$ cat src/rtl/cxs_h2c_intr_pkg.sv
// cxs_h2c_intr_pkg: shared channel state encoding and register width for the h2c interrupt generator
package cxs_h2c_intr_pkg;
  localparam int REG_W = 32;
  typedef enum logic [1:0] {
    ST_IDLE    = 2'b00,
    ST_ASSERT  = 2'b01,
    ST_RELEASE = 2'b10,
    ST_DONE    = 2'b11
  } chan_state_e;
  localparam chan_state_e ST_PULSE = ST_ASSERT;
endpackage

$ cat src/rtl/cxs_h2c_intr_chan.sv
// cxs_h2c_intr_chan: one h2c interrupt channel (req/ack handshake FSM plus sticky status); CXS_H2C_INTR_PULSE_EN selects single-cycle pulse delivery
module cxs_h2c_intr_chan
  import cxs_h2c_intr_pkg::*;
(
  input  logic clk,
  input  logic reset,
  input  logic i_req,
  input  logic i_ack,
  input  logic i_status_clear,
  output logic o_intr,
  output logic o_req_clr_we,
  output logic o_status,
  output logic o_spurious
);
  chan_state_e r_state;
  logic r_intr;
  logic r_clr_we;
  logic r_status;
  logic w_start;
  logic w_set;
`ifdef CXS_H2C_INTR_PULSE_EN
  logic w_unused_ack;
  assign w_unused_ack = i_ack;
  assign w_start = i_req;
  assign w_set = r_state == ST_PULSE;
  assign o_spurious = 1'b0;
`else
  assign w_start = i_req & ~i_ack;
  assign w_set = (r_state == ST_RELEASE) & ~i_ack;
  assign o_spurious = i_ack & ~i_req & ((r_state == ST_IDLE) | (r_state == ST_DONE));
`endif
  assign o_intr = r_intr;
  assign o_req_clr_we = r_clr_we;
  assign o_status = r_status;
  // Channel FSM: a completion sets status (set beats clear) and clears the host request bit once
  always_ff @(posedge clk or posedge reset) begin
    if (reset) begin
      r_state <= ST_IDLE;
      r_intr <= 1'b0;
      r_clr_we <= 1'b0;
      r_status <= 1'b0;
    end else begin
      r_clr_we <= w_set;
      r_status <= w_set | (r_status & ~i_status_clear);
      case (r_state)
        ST_IDLE: if (w_start) begin
          r_state <= ST_ASSERT;
          r_intr <= 1'b1;
        end
`ifdef CXS_H2C_INTR_PULSE_EN
        ST_PULSE: begin
          r_state <= ST_DONE;
          r_intr <= 1'b0;
        end
`else
        ST_ASSERT: if (i_ack) begin
          r_state <= ST_RELEASE;
          r_intr <= 1'b0;
        end
        ST_RELEASE: if (!i_ack) r_state <= ST_DONE;
`endif
        ST_DONE: if (!i_req) r_state <= ST_IDLE;
        default: r_state <= ST_IDLE;
      endcase
    end
  end
endmodule

$ cat src/rtl/cxs_h2c_intr_gen.sv
// cxs_h2c_intr_gen: host-to-card interrupt generator, one handshake channel per request bit; CXS_H2C_INTR_PULSE_EN selects pulse mode
module cxs_h2c_intr_gen
  import cxs_h2c_intr_pkg::*;
#(
  parameter int NUM_INTR = 128
) (
  input  logic                clk,
  input  logic                reset,
  input  logic [NUM_INTR-1:0] intr_h2c_req,
  input  logic [NUM_INTR-1:0] intr_h2c_status_clear,
  input  logic [NUM_INTR-1:0] intr_h2c_done_enable,
  output logic [NUM_INTR-1:0] h2c_intr_out,
  input  logic [NUM_INTR-1:0] h2c_intr_ack,
  output logic [NUM_INTR-1:0] ih2rb_intr_h2c_req_clr,
  output logic [NUM_INTR-1:0] ih2rb_intr_h2c_req_clr_we,
  output logic [NUM_INTR-1:0] ih2rb_intr_h2c_status,
  output logic [NUM_INTR-1:0] ih2rb_intr_h2c_status_we,
  output logic                ih2rb_intr_h2c_spurious,
  output logic                h2c_done_irq
);
  logic [NUM_INTR-1:0] w_spur;
  logic r_status_we;
  logic r_spurious;
  logic r_done_irq;
  for (genvar i = 0; i < NUM_INTR; i++) begin : g_chan
    cxs_h2c_intr_chan u_chan (
      .clk            (clk),
      .reset          (reset),
      .i_req          (intr_h2c_req[i]),
      .i_ack          (h2c_intr_ack[i]),
      .i_status_clear (intr_h2c_status_clear[i]),
      .o_intr         (h2c_intr_out[i]),
      .o_req_clr_we   (ih2rb_intr_h2c_req_clr_we[i]),
      .o_status       (ih2rb_intr_h2c_status[i]),
      .o_spurious     (w_spur[i])
    );
  end
  assign ih2rb_intr_h2c_req_clr = '0;
  assign ih2rb_intr_h2c_status_we = {NUM_INTR{r_status_we}};
  assign ih2rb_intr_h2c_spurious = r_spurious;
  assign h2c_done_irq = r_done_irq;
  // Status write-enable, sticky spurious flag and the level completion interrupt
  always_ff @(posedge clk or posedge reset) begin
    if (reset) begin
      r_status_we <= 1'b0;
      r_spurious <= 1'b0;
      r_done_irq <= 1'b0;
    end else begin
      r_status_we <= 1'b1;
      r_spurious <= r_spurious | (|w_spur);
      r_done_irq <= |(ih2rb_intr_h2c_status & intr_h2c_done_enable);
    end
  end
endmodule

$ cat config.mk
export PLATFORM = sky130hd
export DESIGN_NAME = cxs_h2c_intr_gen
export DESIGN_NICKNAME = d
export VERILOG_FILES = /design/src/rtl/cxs_h2c_intr_pkg.sv /design/src/rtl/cxs_h2c_intr_chan.sv /design/src/rtl/cxs_h2c_intr_gen.sv
export SDC_FILE = /design/constraint.sdc
export NUM_CORES = 2
export LEC_CHECK = 0
export BUFFER_PORTS_ARGS = -buffer_cell sky130_fd_sc_hd__buf_2
export CORE_AREA = 3 3 445 447
export CTS_BUF_LIST = sky130_fd_sc_hd__clkbuf_16
export DETAILED_ROUTE_END_ITERATION = 6
export DIE_AREA = 0 0 448 450
export PLACE_DENSITY_LB_ADDON = 0.15
export SLEW_MARGIN = 10
export SYNTH_ARGS = -nofsm -noshare
export SYNTH_HDL_FRONTEND = slang
export SYNTH_SLANG_ARGS = --single-unit
$ cat constraint.sdc
create_clock -name clk -period 26.9 [get_ports clk]
set_input_delay 4.035 -clock clk [delete_from_list [all_inputs] [get_ports clk]]
set_output_delay 4.035 -clock clk [all_outputs]
set_load 0.1 [all_outputs]
Word-level counts from Yosys, hierarchy flattened. Index checks and enable logic that the tools add are counted. Widths: inputs -> output; s select.

Word-level logic and storage cells: 4231. Input port bits: 514. Output and inout port bits: 642. Register bits: 643.

Mux-type cells: 1024. Equality and inequality tests: 896. Reduce and logical (&&, ||, !) cells: 514. Bitwise gates (word level): 1282.

Operators by type and width (count): $mux 2 (512); $pmux 2 s4 (128); $ne 2x2->1 const B (384); $and 1x1->1 (640); $eq 2x2->1 const B (256); $reduce_and 4->1 (128); $not 1->1 (384); $reduce_and 3->1 (128); $or 1x1->1 (257); $eq 2x1->1 const B (128); $logic_not 2->1 (128); $mux 1 (256); $ne 2x1->1 const B (128); $pmux 1 s2 (128); $reduce_bool 2->1 (128); $reduce_or 128->1 (2); $and 128x128->128 (1).

Depth between registers and ports, before layout.
Depth in word-level cells: 5. Gate-level depth with buffers: 8.

Cells and area by module. A second synthesis with hierarchy kept.

Cell total of the unflattened synthesis: 3841. Area total of the unflattened synthesis: 41397.2 sq um.

By module, submodules not included: cxs_h2c_intr_chan (area an instance 300.3 sq um, times used 128, cells an instance 27); cxs_h2c_intr_gen (area an instance 2960.3 sq um, times used 1, cells an instance 385).

Worst setup path before layout. Ideal clock, no wire load.

Path kind: register -> output. Start: reg r_status_we. End: out ih2rb_intr_h2c_status_we[0]. Cell stages (with the launch flop): 2. Arrival time: 2774 ps. Slack: 20091 ps. Cell sequence: dfrtp_1 -> buf_4.

RTL lines: from (decl) (RTL line cxs_h2c_intr_gen.sv:22) `logic r_status_we;`; from (signal assigned) (RTL line cxs_h2c_intr_gen.sv:45) `r_status_we <= 1'b0;`; from (signal assigned) (RTL line cxs_h2c_intr_gen.sv:49) `r_status_we <= 1'b1;`; to (decl) (RTL line cxs_h2c_intr_gen.sv:17) `output logic [NUM_INTR-1:0] ih2rb_intr_h2c_status_we,`.

No word-level cell between the ends.

==> impl_metrics.csv <==
group,metric,value,unit
cells_and_area,regArea,16100,sq um
critical_path,crit_top_cell,"buf_4",
place,hpwl,126000,um
routing,wl_per_cell,20.1,um
logic_synthesis,synth_cells,4212,
critical_path,critPathTopFamily,"buffers and inverters",
job,cap_violations,0,
critical_path,max_stage_delay,850,ps
die,pin_count,1156,
die,dieArea,202000,sq um
sta,slew_violations,0,
sta,slew_headroom,0.256,
global_routing,grt_usage,0.144,
clock_tree,clk_latency,720,ps
routing,drtPass1Iterations,5,
place,io_buffer_count,1027,
clock_tree,max-clock-path-buffers,3,
sta,fmax,130,MHz
global_routing,grt_start_max_net_pins,89,
logic_synthesis,synthTopCellsByArea,"dfrtp_1 (40%), ha_1 (16%), buf_4 (12%)",
sta,post-route-worst-setup-slack,19210,ps
critical_path,crit_type,"in -> async",
die,die_w,448,um
logic_synthesis,netlist.area_leader.share,0.395,
critical_path,path_cells,"buf_2 > inv_8 > buf_4 > buf_4 > buf_4 > buf_4 > buf_4",
die,core,195000,sq um
clock_tree,hold_buffers,0,
logic_synthesis,synthTopCellsByCount,"dfrtp_1 (643), buf_4 (640), inv_1 (612)",
sta,hold_viol,0,
critical_path,worst-path-max-fanout,86,
sta,tns,0,ps
cells_and_area,drive_gt1_frac,0.260,
cells_and_area,nets,5869,
clock_tree,cts_tree,"yes",
global_routing,overflow,0,
critical_path,worst_setup_path_start_kind,"primary input",
sta,min_period,7690,ps
logic_synthesis,synth_edf_count,0,
logic_synthesis,synth_area_per_cell,9.66,sq um
clock_tree,h-tree-depth,3,
routing,vias_per_cell,4.07,
routing,routed-via-count,30451,
critical_path,end_kind,"async pin",
sta,setup_viol,0,
critical_path,path_buf_inv,7,
routing,drtAntennaViolNets,0,
logic_synthesis,ys.flop_type,"dfrtp_1",
cells_and_area,syn_to_final_growth,18.1,%
die,core.rowCount,162,
routing,drtIter0Drc,1471,
logic_synthesis,synth_warnings,0,
clock_tree,cts_buffers,91,
cells_and_area,multiInputGateArea,18000,sq um
sta,grt_setup_unrepaired,"false",
global_routing,grt_first_pass_wirelength,210000,um
routing,drc,0,
critical_path,required,27600,ps
die,die_h,450,um
clock_tree,cts_setup_buffers,0,
logic_synthesis,yosysMostFrequentCell,"dfrtp_1",
min_path,hp-class,"reg -> reg",
place,gp_congestion,0.829,
sta,clock_skew,22.7,ps
logic_synthesis,ys_async_sr_fraction,1.00,
clock_tree,clockRootBuffer,"clkbuf_16",
routing,wl,150000,um
die,start_util,0.209,
cells_and_area,finalCoreUtilization,0.247,
cells_and_area,instances_no_fill,7482,
global_routing,first_global_vias,29981,
logic_synthesis,synth-seq-cells,643,
critical_path,critPathSlowestCell,"buf_4",
critical_path,crit_arrival,8390,ps
logic_synthesis,yosysTopAreaCell,"dfrtp_1",
place,pre_cts_ws,18060,ps
global_routing,antenna_found_initial,82,
logic_synthesis,ys_types,37,
clock_tree,post_cts_resized,0,
clock_tree,clk_pin_slew,50,ps
logic_synthesis,ys_seq_area_frac,0.395,
logic_synthesis,netlist_area,40700,sq um
cells_and_area,fillers,20995,
sta,period_share,0.286,
run_status,status,"completed",
place,place_inst,7292,
clock_tree,numClockSinks,643,
sta,tightest_slew,1120,ps
==> layout make-up <==
class / count / area share
repair buffers: 1051 / 0.111
clock buffers: 92 / 0.0479
diodes: 20 / 0.00104
multi-input cells: 2443 / 0.374
clock inverters: 78 / 0.0170
well taps: 2542 / 0.0662
flip-flops and latches: 643 / 0.335
inverters: 613 / 0.0480
==> worst min-delay path: stages, from the launching register on <==
cell and delay (ps):
dfrtp_1 350, nand2_1 50, nand2_1 50
==> cell families (layout without fill, tap and decap cells) <==
kind of cell	Yosys count	count (layout)	synth area share
multiplexers	37	37	0.0102
AND/OR/NAND/NOR	652	652	0.0767
AO/OA/AOI/OAI	1113	1113	0.185
buffers and inverters	1253	1834	0.175
adder cells (fa/ha/maj)	512	512	0.157
flip-flops	643	643	0.395
other	2	149	0.000185
==> final timing paths <==
path | startpoint | to | slack [ps] | cells past startpoint
max | reset | g_chan[12].u_chan.r_state[0] | 19210 | 7
min | g_chan[82].u_chan.o_intr | g_chan[82].u_chan.o_intr | 490 | 2
max reg2reg | g_chan[45].u_chan.r_state[0] | ih2rb_intr_h2c_spurious | 23890 | 7
min reg2reg | g_chan[82].u_chan.o_intr | g_chan[82].u_chan.o_intr | 490 | 2
max in group clk | r_status_we | ih2rb_intr_h2c_status_we[87] | 20400 | 2
min in group asynchronous | reset | g_chan[17].u_chan.r_state[1] | 3410 | 2
==> stage by stage <==
stage | hold slack, ps | cell area, sq um
floorplan | 461 | 41200
global placement | 477 | 44900
detailed placement | 473 | 44900
CTS | 486 | 48000
global route | 512 | 48000
finish | 486 | 48100
==> registers in the layout, summed over array words and instances (netlist names) <==
name / cells
g_chan.u_chan.o_status: 128
g_chan.u_chan.r_state: 256
h2c_done_irq: 1
ih2rb_intr_h2c_spurious: 1
g_chan.u_chan.o_req_clr_we: 128
g_chan.u_chan.o_intr: 128
r_status_we: 1
==> routing by layer <==
metal	GRT usage	wire, um
met4	0.0418	4600
met2	0.259	75800
met1	0.169	61200
met5	0	189
met3	0.0344	8510
==> cell usage in the layout, fill, tap and decap left out, types with 92 or more instances in the layout <==
| master | count |
|---|---|
| o21ai_0 | 358 |
| buf_2 | 1027 |
| nor2b_1 | 154 |
| nand2_1 | 183 |
| a21oi_1 | 147 |
| dfrtp_1 | 642 |
| ha_1 | 512 |
| conb_1 | 129 |
| a31oi_1 | 102 |
| clkbuf_16 | 92 |
| a21o_1 | 128 |
| inv_1 | 620 |
| a22oi_1 | 129 |
| nor2_1 | 192 |
Power is not shown: default switching activity piles up to over one toggle a cycle in this logic, so the estimate is an artifact.
